**config.mk**
```make
export PLATFORM = sky130hd
export DESIGN_NAME = viterbi_stream_ctrl
export DESIGN_NICKNAME = d
export VERILOG_FILES = /design/src/rtl/ofdm_rx_pkg.sv /design/src/rtl/pair_fifo.sv /design/src/rtl/viterbi_stream_ctrl.sv
export SDC_FILE = /design/constraint.sdc
export NUM_CORES = 1
export LEC_CHECK = 0
export ABC_AREA = 1
export BUFFER_PORTS_ARGS = -buffer_cell sky130_fd_sc_hd__clkbuf_2
export CORE_MARGIN = 5
export CORE_UTILIZATION = 42
export DETAILED_ROUTE_END_ITERATION = 16
export GPL_TIMING_DRIVEN = 1
export HOLD_SLACK_MARGIN = 0.06
export PLACE_DENSITY = 0.64
export SKIP_LAST_GASP = 1
export SYNTH_ARGS = -nofsm -noshare
export SYNTH_HDL_FRONTEND = slang
export SYNTH_SLANG_ARGS = --single-unit
```
**constraint.sdc**
```tcl
create_clock -name clock -period 3.7 [get_ports clock]
set_clock_uncertainty 0.2 [all_clocks]
set_input_delay 0 -clock clock [delete_from_list [all_inputs] [get_ports clock]]
set_output_delay 0 -clock clock [all_outputs]
set_load 0.02 [all_outputs]
```
**src/rtl/ofdm_rx_pkg.sv**
```systemverilog
// rtl/ofdm_rx_pkg.sv - shared types and constants for the Viterbi stream controller
package ofdm_rx_pkg;

  localparam int SOFT_W_DEFAULT = 3;

  typedef enum logic [1:0] {
    ST_IDLE  = 2'd0,
    ST_FEED  = 2'd1,
    ST_FLUSH = 2'd2
  } state_t;

  // Mid-scale soft value: carries no confidence toward either bit value.
  function automatic logic [7:0] neutral_soft(input int soft_w);
    return 8'((1 << (soft_w - 1)) - 1);
  endfunction

endpackage

```
**src/rtl/pair_fifo.sv**
```systemverilog
// rtl/pair_fifo.sv - synchronous show-ahead FIFO for soft-bit pairs
module pair_fifo #(
  parameter int WIDTH = 8,
  parameter int DEPTH = 16
) (
  input  logic             clock,
  input  logic             reset,
  input  logic             enable,
  input  logic             clear,
  input  logic             push,
  input  logic [WIDTH-1:0] push_data,
  input  logic             pop,
  output logic [WIDTH-1:0] pop_data,
  output logic             full,
  output logic             empty
);

  localparam int AW = $clog2(DEPTH);

  logic [WIDTH-1:0] mem [DEPTH];
  logic [AW-1:0]    wr_ptr;
  logic [AW-1:0]    rd_ptr;
  logic [AW:0]      count;
  logic             do_push;
  logic             do_pop;

  // A push into a full FIFO is legal when the head leaves in the same cycle.
  always_comb begin
    do_pop   = pop && !empty;
    do_push  = push && (!full || do_pop);
    full     = (count == (AW+1)'(DEPTH));
    empty    = (count == '0);
    pop_data = mem[rd_ptr];
  end

  always_ff @(posedge clock) begin
    if (reset) begin
      wr_ptr <= '0;
      rd_ptr <= '0;
      count  <= '0;
    end else if (enable) begin
      if (clear) begin
        wr_ptr <= '0;
        rd_ptr <= '0;
        count  <= '0;
      end else begin
        if (do_push) wr_ptr <= wr_ptr + 1'b1;
        if (do_pop)  rd_ptr <= rd_ptr + 1'b1;
        count <= count + {{AW{1'b0}}, do_push} - {{AW{1'b0}}, do_pop};
      end
    end
  end

  always_ff @(posedge clock) begin
    if (enable && !clear && !reset && do_push) mem[wr_ptr] <= push_data;
  end

endmodule

```
**src/rtl/viterbi_stream_ctrl.sv**
```systemverilog
// rtl/viterbi_stream_ctrl.sv - feeds soft pairs to a Viterbi decoder and packs decoded bits into bytes
module viterbi_stream_ctrl
  import ofdm_rx_pkg::*;
#(
  parameter int SOFT_W     = SOFT_W_DEFAULT,
  parameter int FIFO_DEPTH = 16,
  parameter int SKIP_BITS  = 9
) (
  input  logic                clock,
  input  logic                reset,
  input  logic                enable,
  input  logic                start,
  input  logic [31:0]         num_bits_to_decode,
  input  logic                do_descramble,
  input  logic [2*SOFT_W-1:0] in_data,
  input  logic [1:0]          in_erase,
  input  logic                in_valid,
  output logic                in_ready,
  output logic [15:0]         vit_tdata,
  output logic [7:0]          vit_tuser,
  output logic                vit_tvalid,
  input  logic                vit_tready,
  input  logic                dec_bit,
  input  logic                dec_bit_valid,
  input  logic                desc_bit,
  input  logic                desc_bit_valid,
  output logic [7:0]          byte_out,
  output logic                byte_out_strobe,
  output logic                busy,
  output logic                done,
  output logic                overflow
);

  localparam int         PAIR_W  = 2*SOFT_W + 2;
  localparam logic [7:0] NEUTRAL = neutral_soft(SOFT_W);

  state_t            state;
  logic [31:0]       nbits;
  logic [31:0]       coded_cnt;
  logic [31:0]       coded_next;
  logic [31:0]       out_cnt;
  logic              desc_mode;
  logic [15:0]       skip_cnt;
  logic [2:0]        fill;
  logic [7:0]        pack;
  logic [7:0]        pack_next;
  logic              fifo_full;
  logic              fifo_empty;
  logic              push;
  logic              pop;
  logic              vit_fire;
  logic              bit_take;
  logic              bit_val;
  logic              last_bit;
  logic [PAIR_W-1:0] head;

  pair_fifo #(
    .WIDTH (PAIR_W),
    .DEPTH (FIFO_DEPTH)
  ) u_pair_fifo (
    .clock     (clock),
    .reset     (reset),
    .enable    (enable),
    .clear     (start),
    .push      (push),
    .push_data ({in_erase, in_data}),
    .pop       (pop),
    .pop_data  (head),
    .full      (fifo_full),
    .empty     (fifo_empty)
  );

  always_comb begin
    in_ready   = (state == ST_FEED && !fifo_full) || (state == ST_FLUSH);
    vit_tvalid = (state == ST_FEED && !fifo_empty) || (state == ST_FLUSH);
    busy       = (state != ST_IDLE);
    vit_fire   = vit_tvalid && vit_tready && !start;
    push       = (state == ST_FEED) && in_valid && !fifo_full && !start;
    pop        = vit_fire && (state == ST_FEED);
    coded_next = (coded_cnt > 32'hFFFF_FFFD) ? 32'hFFFF_FFFF : coded_cnt + 32'd2;
    bit_take   = (state != ST_IDLE) && (desc_mode ? desc_bit_valid : dec_bit_valid);
    bit_val    = desc_mode ? desc_bit : dec_bit;
    pack_next  = pack | (8'(bit_val) << fill);
    last_bit   = ((out_cnt + 32'd1) == nbits);
    vit_tdata  = '0;
    vit_tuser  = '0;
    if (state == ST_FLUSH) begin
      vit_tdata = {NEUTRAL, NEUTRAL};
    end else if (state == ST_FEED && !fifo_empty) begin
      vit_tdata = {8'(head[2*SOFT_W-1:SOFT_W]), 8'(head[SOFT_W-1:0])};
      vit_tuser = {6'b0, head[PAIR_W-1:PAIR_W-2]};
    end
  end

  always_ff @(posedge clock) begin
    if (reset) begin
      state           <= ST_IDLE;
      nbits           <= '0;
      desc_mode       <= 1'b0;
      coded_cnt       <= '0;
      out_cnt         <= '0;
      skip_cnt        <= 16'(SKIP_BITS);
      fill            <= '0;
      pack            <= '0;
      byte_out        <= '0;
      byte_out_strobe <= 1'b0;
      done            <= 1'b0;
      overflow        <= 1'b0;
    end else if (enable) begin
      done            <= 1'b0;
      byte_out_strobe <= 1'b0;
      if (in_valid && !in_ready) overflow <= 1'b1;
      if (start) begin
        nbits     <= num_bits_to_decode;
        desc_mode <= do_descramble;
        coded_cnt <= '0;
        out_cnt   <= '0;
        skip_cnt  <= 16'(SKIP_BITS);
        fill      <= '0;
        pack      <= '0;
        overflow  <= 1'b0;
        if (num_bits_to_decode == 32'd0) begin
          state <= ST_IDLE;
          done  <= 1'b1;
        end else begin
          state <= ST_FEED;
        end
      end else begin
        if (vit_fire) begin
          coded_cnt <= coded_next;
          if (state == ST_FEED && coded_next >= nbits) state <= ST_FLUSH;
        end
        // Bit completion overrides the FLUSH transition taken in the same cycle.
        if (bit_take) begin
          if (desc_mode && skip_cnt != 16'd0) begin
            skip_cnt <= skip_cnt - 16'd1;
          end else begin
            out_cnt <= out_cnt + 32'd1;
            fill    <= fill + 3'd1;
            if (last_bit || fill == 3'd7) begin
              byte_out        <= pack_next;
              byte_out_strobe <= 1'b1;
              pack            <= '0;
            end else begin
              pack <= pack_next;
            end
            if (last_bit) begin
              state <= ST_IDLE;
              done  <= 1'b1;
              fill  <= '0;
            end
          end
        end
      end
    end
  end

endmodule

```
# Word-level counts from Yosys, hierarchy flattened
# Memory sizes are Yosys's and may differ from the RTL's. A register that Yosys moved wholly into a read port is not among the register bits.
# Cells that the tools add are included.
# W data, S select, Z words.
# op_classes
bitwise	3
mux	50
n_shift	1
n_reduce_logical	44
order_cmp	2
addsub	8
n_eq_ne	6
# ops
operator	n
$mux W32	6
$mux W16	3
$add A32 B1 Y32 const B	1
$add A32 B2 Y32 const B	1
$eq A32 B32 Y1	1
$ge A32 B32 Y1	1
$gt A32 B32 Y1 const B	1
$logic_not A32 Y1	1
$mux W8	4
$mux W4	6
$mux W11	2
$logic_and A1 B1 Y1	17
$mux W1	16
$mux W2	8
$reduce_bool A16 Y1	1
$sub A16 B1 Y16 const B	1
$reduce_bool A2 Y1	7
$mux W3	4
$reduce_and A2 Y1	5
$add A4 B1 Y4 const B	2
$or A8 B8 Y8	1
$shl A1 B3 Y8	1
$reduce_and A3 Y1	2
$add A5 B1 Y5	1
13 further kinds	21
# totals
n_memories	1
register_bits	150
mem_bits_rw	128
out_inout_bits	38
input_bits	51
elab_cells	130
# memory_table
name	depth	word_bits	rd	rd_clocked_by_memory_dff	wr	line	rtl
u_pair_fifo.mem	16	8	1	1	1	pair_fifo.sv:20	logic [WIDTH-1:0] mem [DEPTH];

# Logic depth before layout (Yosys ltp)
# depth
word_depth	13
ltp_mapped	24

# By module
# A second synthesis with hierarchy kept.
# hier_totals
hier_cells	1949
hier_area_um2	14935.6
# modules_own_cells
mod	area_each_um2	seq_area_each_um2	cells_per_inst	n_inst
viterbi_stream_ctrl	8734.6	2742.6	1392	1
pair_fifo	6200.9	4184.0	557	1

# Least setup slack after synthesis
# OpenSTA, ideal clock, no wires.
# synth_timing
kind	reg2reg
startpoint	reg coded_cnt[1]
endpoint	reg state[1]
path_stages_with_launch	25
synth_period_minus_slack_ns	3.246
t_required_ns	3.430
arrival_time_ns	2.975
setup_slack_ns	0.454
path_cell_list	dfxtp_1 > ha_1 > nand3_1 > nor2_1 > nand3_1 > inv_1 > nand4_1 > nor2_1 > inv_1 > nor2_1 > inv_1 > nor3_1 > or2_2 > nand3_1 > ha_1 > nand2_1 > nor2_1 > nand2_1 > nor4_1 > nand4_1 > nand3_1 > nand2_1 > nand2_1 > nand3_1 > a21oi_1
# synth_between
elab_chain_len	10
# synth_lines
item	line	rtl
start: declaration	viterbi_stream_ctrl.sv:39	logic [31:0] coded_cnt;
start signal: assignment	viterbi_stream_ctrl.sv:130	coded_cnt <= coded_next;
$add A32 B2 Y32 / $gt A32 B32 Y1 (equally long branches)	viterbi_stream_ctrl.sv:80	coded_next = (coded_cnt > 32'hFFFF_FFFD) ? 32'hFFFF_FFFF : coded_cnt + 32'd2;
$mux W32 *	viterbi_stream_ctrl.sv:80	
$ge A32 B32 Y1 *	viterbi_stream_ctrl.sv:131	if (state == ST_FEED && coded_next >= nbits) state <= ST_FLUSH;
$logic_and A1 B1 Y1 *	viterbi_stream_ctrl.sv:131	
$mux W2 *	viterbi_stream_ctrl.sv:131	
$mux W2 *	viterbi_stream_ctrl.sv:129	if (vit_fire) begin
$mux W2	viterbi_stream_ctrl.sv:147	if (last_bit) begin
$mux W2	viterbi_stream_ctrl.sv:135	if (desc_mode && skip_cnt != 16'd0) begin
$mux W2 *	viterbi_stream_ctrl.sv:134	if (bit_take) begin
$mux W2 *	viterbi_stream_ctrl.sv:113	if (start) begin
end signal: assignment	viterbi_stream_ctrl.sv:123	state <= ST_IDLE;
end signal: assignment	viterbi_stream_ctrl.sv:131	
end signal: assignment	viterbi_stream_ctrl.sv:148	state <= ST_IDLE;
end: declaration	viterbi_stream_ctrl.sv:37	state_t state;
# Mark *: on every way between the ends. The rest lies on a longest branch, timed or not.
# A chain may end at the register's enable or synchronous reset.

# Worst setup path in the final report
# layout_timing
startpoint	reg state[0]
endpoint	reg skip_cnt[1]
# layout_between
elab_chain_len	4
# layout_lines
item	line	rtl
start signal: assignment	viterbi_stream_ctrl.sv:97	state <= ST_IDLE;
start signal: assignment	viterbi_stream_ctrl.sv:123	
start signal: assignment	viterbi_stream_ctrl.sv:126	state <= ST_FEED;
$reduce_bool A2 Y1	viterbi_stream_ctrl.sv:81	bit_take = (state != ST_IDLE) && (desc_mode ? desc_bit_valid : dec_bit_valid);
$logic_and A1 B1 Y1	viterbi_stream_ctrl.sv:81	
$reduce_bool A2 Y1 (no line)	--	
$reduce_and A3 Y1 (no line)	--	
end signal: assignment	viterbi_stream_ctrl.sv:102	skip_cnt <= 16'(SKIP_BITS);
end signal: assignment	viterbi_stream_ctrl.sv:118	skip_cnt <= 16'(SKIP_BITS);
end signal: assignment	viterbi_stream_ctrl.sv:136	skip_cnt <= skip_cnt - 16'd1;
end: declaration	viterbi_stream_ctrl.sv:43	logic [15:0] skip_cnt;
# No other way between the ends.

==> run summary <==
Outcome - finished clean
Number of synthesized flops with an enable pin - 128
Overflow after GRT - 0
Slew headroom - 40.0%
RSZ-0062 raised after global routing - yes
Slew Limit Fails - 0
Die height - 198 um
Sequential cell area - 6930 um2
Worst Setup End Kind - register
Largest area contributor in the netlist - edfxtp_1
Layout cell share with drive strength beyond 1 - 11.3%
Syn Area/Cell - 7.84 um2
CTS tree - yes
Ratio of final minimum period to clock period - 93.4%
Crit Path Max Fanout - 5
Num ports - 89
Vias per cell - 5.25
P per Cell Area - 383 nW/um2
Most used DFF post-synth - dfxtp_1
Simple-gate portion of the synthesized area - 24.9%
Synth Cell Area - 14,900 um2
DRC viols - 0
Async set or reset register ratio after synthesis - 0%
DR WL/cell - 16.1 um
Most numerous cell in the Yosys netlist - nand2_1
Least-Margin Pin Slew - 0.900 ns
CORE AREA - 35,300 um2
Sequential share of the synthesized area - 46.5%
Largest net degree at the start of global routing - 76
Placed wire-length estimate - 28,800 um
Initial DRC Count - 996
Top Layer Used - met4
Fill count - 3,358
Critical path's slowest cell - dlygate4sd3_1
Cts bufs inserted - 31
Final WL - 40,900 um
Synth top area cells - edfxtp_1, dfxtp_1, nand2_1, a21oi_1, inv_1
# H-tree levels - 1
Root Driver - clkbuf_16
Die Span X - 198 um
Yosys warnings - 0
Max incr delay on CP - 0.56 ns
Met3 WL - 2570 um
Synth Register Bits - 282
Complex-gate fraction of the synthesized area - 13.8%
Vias in the first global route - 12,619
Synth Area in Adders - 4.16%
PnR worst setup slack - 0.246 ns
CTS max path bufs - 3
Crit Path Class - register to register
Post-route ant nets - 0
Die area - 39,400 um2
Area Overhead vs Synth - 18.0%
Vias - 13,309
Initial core utilization - 42.2%
Yosys top cell area share - 25.8%
Overall Global Routing Usage - 20.4%
Setup crit start kind - register
Row cnt - 69
Cell variety after synth - 48
Total power - 0.00673 W
Cells after synthesis - 1,902
Multi-input logic area - 6960 um2
Met1 WL - 17,700 um
DRT Pass-1 Iters - 5
# setup viols final - 0
Post-layout util - 49.8%
Post-synthesis mux area share - 1.96%
PortBufs - 72
Tmin final - 3.45 ns
Hold WC Path Type - input port to register
Sink Count - 282
Largest family of logic cells by synthesized area - simple AND/OR/NAND/NOR gates
Synth top cells by count - nand2_1, inv_1, a21oi_1
Xor and xnor fraction of the mapped netlist area - 0.646%
F_max - 0.289 GHz
Max cap viols - 0
Hold_sp - num_bits_to_decode[2]
Post-placement setup slack - -0.127 ns
Critical path data required time - 4.02 ns
First-pass GRT wire length - 64,900 um
Final Hold Vio Count - 0
Metal2 WL - 19,500 um
GPL Wtd Cong - 0.972
Clock transition at the registers of the reported paths - 0.06 ns
Clk_lat worst skew - 0.59 ns
Worst path cell trace - inv_1 > nand2_2 > o21ai_0 > a21oi_1 > dlygate4sd3_1 > inv_1 > nor2_1 > nand2_1 > nand2_1 > nand2_1 > dlygate4sd3_1 > a21oi_1 > dlygate4sd3_1
Worst VDD drop - 0.410 mV
Leak - 6.83 nW
FF-to-FF Start - state[0]$_SDFFE_PP0P_
Final nets - 2,149
Worst EP arrival - 3.78 ns
Crit path launch - state[0]$_SDFFE_PP0P_
Initial antenna violation count - 0
## through the flow
step / cells / cell area, um2 / hold WS, ns / setup TNS [ns]
2_1_floorplan: 1917 / 15000 / -0.101 / 0
3_3_place_gp: 2408 / 15800 / 0.0551 / 0
3_5_place_dp: 2408 / 15800 / 0.0664 / -0.231
4_1_cts: 2535 / 17500 / 0.0643 / 0
5_1_grt: 2535 / 17600 / 0.107 / -0.0718
6_report: 2536 / 17600 / 0.0739 / 0
## registers in the layout, summed over array words and instances (netlist names), 2 cells and up, named ones only
signal / count
u_pair_fifo.mem: 128
coded_cnt: 32
state: 2
u_pair_fifo.rd_ptr: 4
skip_cnt: 16
byte_out: 8
nbits: 32
u_pair_fifo.count: 5
u_pair_fifo.wr_ptr: 4
fill: 3
pack: 8
out_cnt: 32
## cell usage in the layout, fill, tap and decap left out, drive strengths merged, types with 2 or more instances in the layout
cell type | synthesis | routed
a211oi | 8 | 8
a21o | 3 | 3
a21oi | 204 | 204
a31oi | 4 | 4
and2 | 2 | 2
and3 | 3 | 3
buf | 21 | 37
bufinv | 0 | 2
clkbuf | 56 | 114
clkinv | 2 | 13
conb | 1 | 16
dfxtp | 154 | 154
dlygate4sd3 | 0 | 68
edfxtp | 128 | 128
ha | 48 | 48
inv | 219 | 220
mux2i | 28 | 28
nand2 | 465 | 465
nand3 | 137 | 137
nand3b | 8 | 8
nand4 | 23 | 23
nor2 | 170 | 170
nor3 | 19 | 19
nor4 | 9 | 9
o211ai | 24 | 24
o21a | 3 | 3
o21ai | 131 | 131
o22ai | 2 | 2
or2 | 14 | 14
xnor2 | 5 | 5
xor2 | 6 | 6
## path summary, 6_finish.rpt
check | to | slack (ns) | depth (start not counted)
worst min register to register | pack[3]$_SDFFE_PP0P_ | 0.26 | 2
worst max-delay path | skip_cnt[1]$_SDFFE_PP0P_ | 0.25 | 13
worst min-delay path | nbits[2]$_SDFFE_PP0P_ | 0.07 | 4
worst max register to register | skip_cnt[1]$_SDFFE_PP0P_ | 0.25 | 13
## layout make-up
class                      instances  area share, %
antenna                            1         0.0142
clock buffer                      43           4.78
multi-input combinational       1337           39.5
clock inverter                    15          0.804
tap                              461           3.28
sequential                       282           39.4
timing repair buffer             176           7.45
inverter                         221           4.72
## routing by layer
metal | GRT usage (%) | vias up
li1 | - | 6625
met1 | 26.6 | 6188
met2 | 35.2 | 420
met3 | 3.12 | 76
met4 | 6.27 | 0
met5 | 0 | -
## timing repair
item / 4_1_cts / 5_1_grt
pin swaps: 4 / 8
buffers inserted: 1 / 0
setup endpoints to repair: 2 / 3
hold buffers: 68 / 0
resized for setup: 6 / 22
endpoints found under the hold margin: 396 / 0
## power by group
part | switching (W) | total [W] | internal, W
clock network | 0.00128 | 0.00300 | 0.00173
logic | 0.000279 | 0.000429 | 0.000150
registers | 0.0000189 | 0.00330 | 0.00328
total | 0.00157 | 0.00673 | 0.00516
## cells by family after synthesis
kind of cell | Yosys count
DFF | 282
AOI/OAI and AO/OA | 382
muxes | 29
other | 1
adders and majority gates | 49
and+or+nand+nor | 850
buffers and inverters | 298
xor gates and xnor gates | 11
## critical path: cells and delay by family (launching register included)
kind	cells	cell delay [ns]
and+or+nand+nor	5	0.61
AOI/OAI and AO/OA	3	0.35
DFF	1	0.38
buffers and inverters	5	1.84
(Power assumes the default switching activity.)
